--- src/rtl/lif_neuron_array_if.sv ---
// -----------------------------------------------------------------------------
// lif_neuron_array_if
//
// Bundle of the neuron array's data and configuration signals.
//
//   master : drives ena, I_syn, v_th, v_reset, leak_shift, refrac, clr_cnt;
//            observes V_mem, spike, spike_cnt
//   slave  : the neuron array itself (mirror image of master)
//
// Signals:
//   ena         update enable; low freezes every channel
//   I_syn       packed synaptic inputs, channel k at [k*WIDTH +: WIDTH]
//   v_th        shared firing threshold
//   v_reset     membrane value loaded on a spike and during refractory time
//   leak_shift  leak divisor exponent, 0 disables the leak
//   refrac      refractory length in enabled cycles, taken at the spike
//   clr_cnt     synchronous clear of all spike counters
//   V_mem       packed registered membrane potentials
//   spike       registered one-cycle spike pulses
//   spike_cnt   packed wrap-around spike counters
// -----------------------------------------------------------------------------
interface lif_neuron_array_if #(
  parameter int N_CH  = 4,
  parameter int WIDTH = 8,
  parameter int RW    = 4,
  parameter int CW    = 8
);

  logic                    ena;
  logic [N_CH*WIDTH-1:0]   I_syn;
  logic [WIDTH-1:0]        v_th;
  logic [WIDTH-1:0]        v_reset;
  logic [2:0]              leak_shift;
  logic [RW-1:0]           refrac;
  logic                    clr_cnt;
  logic [N_CH*WIDTH-1:0]   V_mem;
  logic [N_CH-1:0]         spike;
  logic [N_CH*CW-1:0]      spike_cnt;

  modport master (
    output ena, I_syn, v_th, v_reset, leak_shift, refrac, clr_cnt,
    input  V_mem, spike, spike_cnt
  );

  modport slave (
    input  ena, I_syn, v_th, v_reset, leak_shift, refrac, clr_cnt,
    output V_mem, spike, spike_cnt
  );

endinterface

--- src/rtl/lif_neuron_array.sv ---
// -----------------------------------------------------------------------------
// lif_neuron_array
//
// N_CH independent leaky integrate-and-fire neurons. Every enabled cycle each
// channel either integrates (shift leak, add synaptic input, saturate, compare
// against threshold) or sits out a refractory period after a spike. Channels
// share only the configuration inputs carried on the interface.
//
// Ports:
//   clk    system clock, rising edge
//   reset  asynchronous, active-high reset; returns every channel to INTEG
//          with V_mem, spike, spike_cnt and the refractory count at zero
//   bus    lif_neuron_array_if.slave (inputs/outputs listed in the interface)
//
// All outputs come straight from flops; there is no combinational path from
// any input to any output.
// -----------------------------------------------------------------------------
module lif_neuron_array #(
  parameter int N_CH  = 4,
  parameter int WIDTH = 8,
  parameter int RW    = 4,
  parameter int CW    = 8
) (
  input  logic               clk,
  input  logic               reset,
  lif_neuron_array_if.slave  bus
);

  typedef enum logic {
    INTEG  = 1'b0,
    REFRAC = 1'b1
  } state_t;

  localparam logic [WIDTH-1:0] V_MAX = {WIDTH{1'b1}};

  for (genvar k = 0; k < N_CH; k++) begin : g_ch

    // -------------------------------------------------------------------------
    // Per-channel state
    // -------------------------------------------------------------------------
    state_t          state_q, state_d;
    logic [WIDTH-1:0] v_q,    v_d;
    logic [RW-1:0]    rc_q,   rc_d;
    logic             spike_q, spike_d;
    logic [CW-1:0]    cnt_q,  cnt_d;

    // -------------------------------------------------------------------------
    // Integration datapath
    // -------------------------------------------------------------------------
    logic [WIDTH-1:0] i_syn;
    logic [WIDTH-1:0] leak;
    logic [WIDTH:0]   sum;
    logic [WIDTH-1:0] v_next;
    logic             fire;

    assign i_syn = bus.I_syn[k*WIDTH +: WIDTH];

    always_comb begin
      // A shift by zero would return V itself, so zero is special-cased to
      // mean "no leak" rather than "leak everything".
      leak   = (bus.leak_shift == 3'd0) ? '0 : (v_q >> bus.leak_shift);
      // leak <= v_q, so the subtraction cannot borrow; the extra top bit only
      // ever catches the carry of the addition.
      sum    = {1'b0, v_q} - {1'b0, leak} + {1'b0, i_syn};
      v_next = sum[WIDTH] ? V_MAX : sum[WIDTH-1:0];
      fire   = bus.ena && (state_q == INTEG) && (v_next >= bus.v_th);
    end

    // -------------------------------------------------------------------------
    // State register
    // -------------------------------------------------------------------------
    // NOTE: sequential state uses non-blocking assignments so every flop
    // samples the pre-edge values regardless of process ordering.
    always_ff @(posedge clk or posedge reset) begin
      if (reset) begin
        state_q <= INTEG;
        v_q     <= '0;
        rc_q    <= '0;
        spike_q <= 1'b0;
        cnt_q   <= '0;
      end else begin
        state_q <= state_d;
        v_q     <= v_d;
        rc_q    <= rc_d;
        spike_q <= spike_d;
        cnt_q   <= cnt_d;
      end
    end

    // -------------------------------------------------------------------------
    // Next-state logic
    // -------------------------------------------------------------------------
    // NOTE: every combinational output gets a default before any branch so no
    // path leaves it unassigned, which would infer a latch.
    always_comb begin
      state_d = state_q;
      if (bus.ena) begin
        unique case (state_q)
          INTEG: begin
            // A zero refractory length lets the channel fire again on the very
            // next enabled cycle, so it never enters REFRAC.
            if (fire && (bus.refrac != '0)) state_d = REFRAC;
          end
          REFRAC: begin
            // rc counts the refractory cycles still to go, including this one.
            if (rc_q <= RW'(1)) state_d = INTEG;
          end
          default: state_d = INTEG;
        endcase
      end
    end

    // -------------------------------------------------------------------------
    // Output / datapath register inputs
    // -------------------------------------------------------------------------
    always_comb begin
      v_d     = v_q;
      rc_d    = rc_q;
      spike_d = 1'b0;
      cnt_d   = cnt_q;
      if (bus.ena) begin
        unique case (state_q)
          INTEG: begin
            if (fire) begin
              spike_d = 1'b1;
              v_d     = bus.v_reset;
              // refrac is captured only here, so later changes do not disturb
              // a refractory period already under way.
              rc_d    = bus.refrac;
            end else begin
              v_d     = v_next;
            end
          end
          REFRAC: begin
            v_d  = bus.v_reset;
            rc_d = rc_q - RW'(1);
          end
          default: ;
        endcase

        // Clear first, then count, so a clear coinciding with a spike leaves 1.
        if (bus.clr_cnt) cnt_d = '0;
        if (fire)        cnt_d = cnt_d + CW'(1);
      end
    end

    // -------------------------------------------------------------------------
    // Outputs
    // -------------------------------------------------------------------------
    assign bus.V_mem[k*WIDTH +: WIDTH] = v_q;
    assign bus.spike[k]                = spike_q;
    assign bus.spike_cnt[k*CW +: CW]   = cnt_q;

  end : g_ch

endmodule

--- src/flat_wrapper.sv ---
// flat-port wrapper written by rule: the top's interface ports become plain ports
module lif_neuron_array_flat 
#(
  parameter int N_CH  = 4,
  parameter int WIDTH = 8,
  parameter int RW    = 4,
  parameter int CW    = 8
)
  (clk, reset, bus_ena, bus_I_syn, bus_v_th, bus_v_reset, bus_leak_shift, bus_refrac, bus_clr_cnt, bus_V_mem, bus_spike, bus_spike_cnt);
  lif_neuron_array_if #(.N_CH(N_CH), .WIDTH(WIDTH), .RW(RW), .CW(CW)) bus_i ();
  input  logic clk;
  input  logic reset;
  input wire logic [$bits(bus_i.ena)-1:0] bus_ena;
  input wire logic [$bits(bus_i.I_syn)-1:0] bus_I_syn;
  input wire logic [$bits(bus_i.v_th)-1:0] bus_v_th;
  input wire logic [$bits(bus_i.v_reset)-1:0] bus_v_reset;
  input wire logic [$bits(bus_i.leak_shift)-1:0] bus_leak_shift;
  input wire logic [$bits(bus_i.refrac)-1:0] bus_refrac;
  input wire logic [$bits(bus_i.clr_cnt)-1:0] bus_clr_cnt;
  output wire logic [$bits(bus_i.V_mem)-1:0] bus_V_mem;
  output wire logic [$bits(bus_i.spike)-1:0] bus_spike;
  output wire logic [$bits(bus_i.spike_cnt)-1:0] bus_spike_cnt;
  assign bus_i.ena = bus_ena;
  assign bus_i.I_syn = bus_I_syn;
  assign bus_i.v_th = bus_v_th;
  assign bus_i.v_reset = bus_v_reset;
  assign bus_i.leak_shift = bus_leak_shift;
  assign bus_i.refrac = bus_refrac;
  assign bus_i.clr_cnt = bus_clr_cnt;
  assign bus_V_mem = bus_i.V_mem;
  assign bus_spike = bus_i.spike;
  assign bus_spike_cnt = bus_i.spike_cnt;
  lif_neuron_array #(.N_CH(N_CH), .WIDTH(WIDTH), .RW(RW), .CW(CW)) u_core (.clk(clk), .reset(reset), .bus(bus_i));
endmodule
--- config.mk ---
export PLATFORM = sky130hd
export DESIGN_NAME = lif_neuron_array_flat
export DESIGN_NICKNAME = d
export VERILOG_FILES = /design/src/rtl/lif_neuron_array_if.sv /design/src/rtl/lif_neuron_array.sv /design/src/flat_wrapper.sv
export SDC_FILE = /design/constraint.sdc
export NUM_CORES = 1
export LEC_CHECK = 0
export ABC_AREA = 1
export CORE_ASPECT_RATIO = 0.5
export CORE_MARGIN = 2
export CORE_UTILIZATION = 43
export CTS_BUF_LIST = sky130_fd_sc_hd__clkbuf_4
export DETAILED_ROUTE_END_ITERATION = 12
export GPL_TIMING_DRIVEN = 0
export PLACE_DENSITY = 0.75
export SETUP_SLACK_MARGIN = 0.5
export SLEW_MARGIN = 20
export SYNTH_ARGS = -nofsm -noshare
export SYNTH_HDL_FRONTEND = slang
export SYNTH_SLANG_ARGS = --single-unit
--- constraint.sdc ---
create_clock -name clk -period 5.99 [get_ports clk]
set_input_delay 1.4975 -clock clk [delete_from_list [all_inputs] [get_ports clk]]
set_output_delay 1.4975 -clock clk [all_outputs]
set_load 0.005 [all_outputs]
==> results.py <==
metrics = {
    "synthesis": {
        "syn-cell-area_um2": 9450,
        "seq_area_frac_synth_pct": 23.3,
        "synth_edf_count": 0,
        "yosysTopAreaCell": "dfrtp_1",
        "postSynthCellCount": 1438,
        "synthMuxAreaShare_pct": 0,
        "synth_top_area_share_pct": 23.3,
        "synth_most_common_cell": "nand2_1",
        "synth_xor_area_share_pct": 1.67,
        "yosysWarnings": 0,
        "ys_ff_latch": 88,
        "synth-simple-area-share_pct": 35.0,
        "synth-compound-area-share_pct": 8.58,
        "avgSynthCellArea_um2": 6.57,
        "synth_commonest_cells": "nand2_1, inv_1, nand3_1",
        "synth_area_leaders": "dfrtp_1, nand2_1, inv_1",
        "async_reset_ff_share_pct": 100,
        "synth_nets": 1609,
        "synth_top_family_by_area": "simple AND/OR/NAND/NOR gates",
        "ys.flop_type": "dfrtp_1",
        "ys_types": 41,
        "synthAdderAreaFrac_pct": 17.1,
    },
    "floorplanning": {
        "dieArea_um2": 23200,
        "start_util_pct": 43.7,
        "core_area_um2": 21600,
        "row_count": 38,
        "ios": 127,
        "die_height_um": 109,
        "die_w_um": 214,
    },
    "place": {
        "numPortBuffers": 122,
        "dp_hpwl_um": 21800,
        "placed_area_um2": 11100,
        "finalWeightedCongestion": 0.965,
        "pre_cts_ws_ns": -0.236,
    },
    "setup_path": {
        "crit_fanout": 10,
        "startpoint_type": "primary input",
        "reg2regPathDepth": 28,
        "cp.required_ns": 6.36,
        "critPathArrivalTime_ns": 5.55,
        "worstSetupPathType": "primary input to flip-flop",
        "crit_path_end_kind": "flip-flop",
        "rrSetupSlack_ns": 1.63,
    },
    "route": {
        "drc": 0,
        "vias": 9493,
        "first_pass_iters": 7,
        "drt_iter0_drc": 792,
        "ant_nets": 0,
        "viasPerCell": 5.06,
        "routed_wl_um": 27600,
        "drt-wirelength-per-cell_um": 14.7,
    },
    "layout": {
        "fin_nets": 1743,
        "final_area_um2": 11300,
        "area_growth_pct": 19.9,
        "layout-drive-gt1-share_pct": 6.98,
        "fin_util_pct": 52.3,
        "fillers": 2175,
    },
    "hold_path": {
        "worstHoldPathCells": 2,
        "min_path_type": "flip-flop to flip-flop",
    },
    "global_routing": {
        "grt_max_degree": 59,
        "grt_antenna_before_repair": 1,
        "track_usage_pct": 24.2,
        "grt_pass1_wl_um": 43900,
        "grt_pass1_vias": 8671,
        "gr-total-overflow": 0,
    },
    "cts": {
        "clk_path_buf_depth": 2,
        "cts-htree-levels": 3,
        "postCtsSetupBuffers": 0,
        "cts.sinks": 88,
        "clk_pin_slew_ns": 0.14,
        "clk_latency_ns": 0.48,
        "root_buffer": "clkbuf_4",
        "cts_buffers": 9,
        "hold_buffers": 0,
        "cts_tree": "yes",
    },
    "pwr": {
        "power_leakage_nw": 6.06,
        "vdd_drop_max_v": 0.000223,
        "p_per_area_nw_per_um2": 567,
        "power_mw": 6.42,
    },
    "outcome": {
        "status": "finished clean",
    },
    "sta": {
        "fin_ws_ns": 0.814,
        "finalSetupViolations": 0,
        "finalClockSkew_ns": 0.0216,
        "rsz0062_at_grt": "no",
        "period_share_pct": 86.4,
        "max_freq_ghz": 0.193,
        "tns_ns": 0,
        "hold_viol": 0,
        "worstMarginPinSlew_ns": 0.735,
        "maxSlewHeadroom_pct": 51.0,
        "min_period_ns": 5.18,
        "drv_slew": 0,
    },
    "run": {
        "cap_violations": 0,
    },
}
[worst max-delay path, cell delays in order]
cell and delay, ns:
buf_2 0.16, inv_1 0.12, buf_2 0.23, o21ai_0 0.11
o21ai_0 0.20, o22ai_2 0.11, fa_1 0.51, fa_1 0.48
inv_1 0.09, nand3_1 0.07, nand3_1 0.12, nand2_1 0.09
nand2_1 0.07, nand2_1 0.05, nand2_2 0.13, nand2_1 0.16
ha_1 0.32, inv_1 0.07, nor2_1 0.05, o21bai_1 0.12
nand2_1 0.06, nand2_1 0.15, nand2_4 0.13, nand2_4 0.14
inv_1 0.12, nand2_1 0.08, o21ai_0 0.08
[layout by cell type (no fill, tap or decap), types with 3 or more instances in the layout]
master / count
nand2_4: 7
a21oi_1: 29
o21ai_1: 6
o21ai_0: 81
clkbuf_1: 7
nor2_4: 8
fa_1: 28
nand3_2: 6
nand2_2: 12
xnor2_1: 8
buf_4: 8
nor2_2: 9
nand3_4: 5
nor2_1: 90
clkbuf_4: 12
o21bai_1: 7
nand4_1: 25
clkbuf_8: 3
clkdlybuf4s50_1: 121
a21oi_2: 5
ha_1: 84
xor2_1: 10
inv_1: 284
nand3_1: 146
o22ai_1: 6
o21a_1: 6
nor4_1: 4
buf_2: 12
nand2_1: 414
dfrtp_1: 88
nand3b_1: 7
nor3_1: 4
[final cells by class]
type                       count  area [um^2]  area share (%)
clock buffer                   9         67.6           0.597
tap                          300          375            3.32
timing repair buffer         123         1250            11.1
clock inverter                 5         58.8           0.519
inverter                     290         1110            9.79
buffer                        40          272            2.40
antenna                        1         2.50          0.0221
sequential                    88         2200            19.4
multi-input combinational   1020         5980            52.9
[cells by family after synthesis]
family | Yosys count
and+or+nand+nor | 743
buffers and inverters | 330
AOI/OAI and AO/OA | 147
adders and majority gates | 112
DFF | 88
xor gates and xnor gates | 18
[worst paths after layout]
path | from | to
worst max register to register | u_core.g_ch[2].v_q[4] | u_core.g_ch[2].state_q
worst min-delay path | u_core.g_ch[2].rc_q[1] | u_core.g_ch[2].rc_q[1]
worst max-delay path | bus_leak_shift[1] | u_core.g_ch[2].state_q
max in group asynchronous | reset | u_core.g_ch[2].cnt_q[7]
worst min register to register | u_core.g_ch[2].rc_q[1] | u_core.g_ch[2].rc_q[1]
min in group asynchronous | reset | u_core.g_ch[0].v_q[1]
[sequential cells by signal, summed over array words and instances, names as in the netlist]
register	flops
u_core.g_ch.spike_q	4
u_core.g_ch.cnt_q	32
u_core.g_ch.v_q	32
u_core.g_ch.rc_q	16
u_core.g_ch.state_q	4
[where the power goes]
part           internal, mW  leakage, nW  switching (mW)
clock network         0.124       0.0659           0.220
logic                  1.91         4.87            3.09
registers             0.808         1.12           0.266
total                  2.84         6.06            3.58
[routing by layer]
metal / wire length, um / global-route usage (%) / part of all wire, % / up-vias
met3: 2080 / 3.80 / 7.5 / 35
met2: 12300 / 38.9 / 44 / 345
met5: 0 / 0 / 0 / -
li1: - / - / - / 4772
met4: 458 / 5.41 / 1.7 / 0
met1: 12800 / 34.4 / 46 / 4341
[through the flow]
step           std cells  hold WS (ns)
6_report            1876         0.532
5_1_grt             1876         0.561
4_1_cts             1875         0.537
3_5_place_dp        1861         0.504
3_3_place_gp        1860         0.501
2_1_floorplan       1438         0.467
[timing repair]
item / 4_1_cts / 5_1_grt
endpoints found under the setup margin: 68 / 87
pin swaps: 0 / 3
gates cloned: 0 / 0
resized for setup: 8 / 32
No activity file was read; power rests on OpenSTA's default activity.
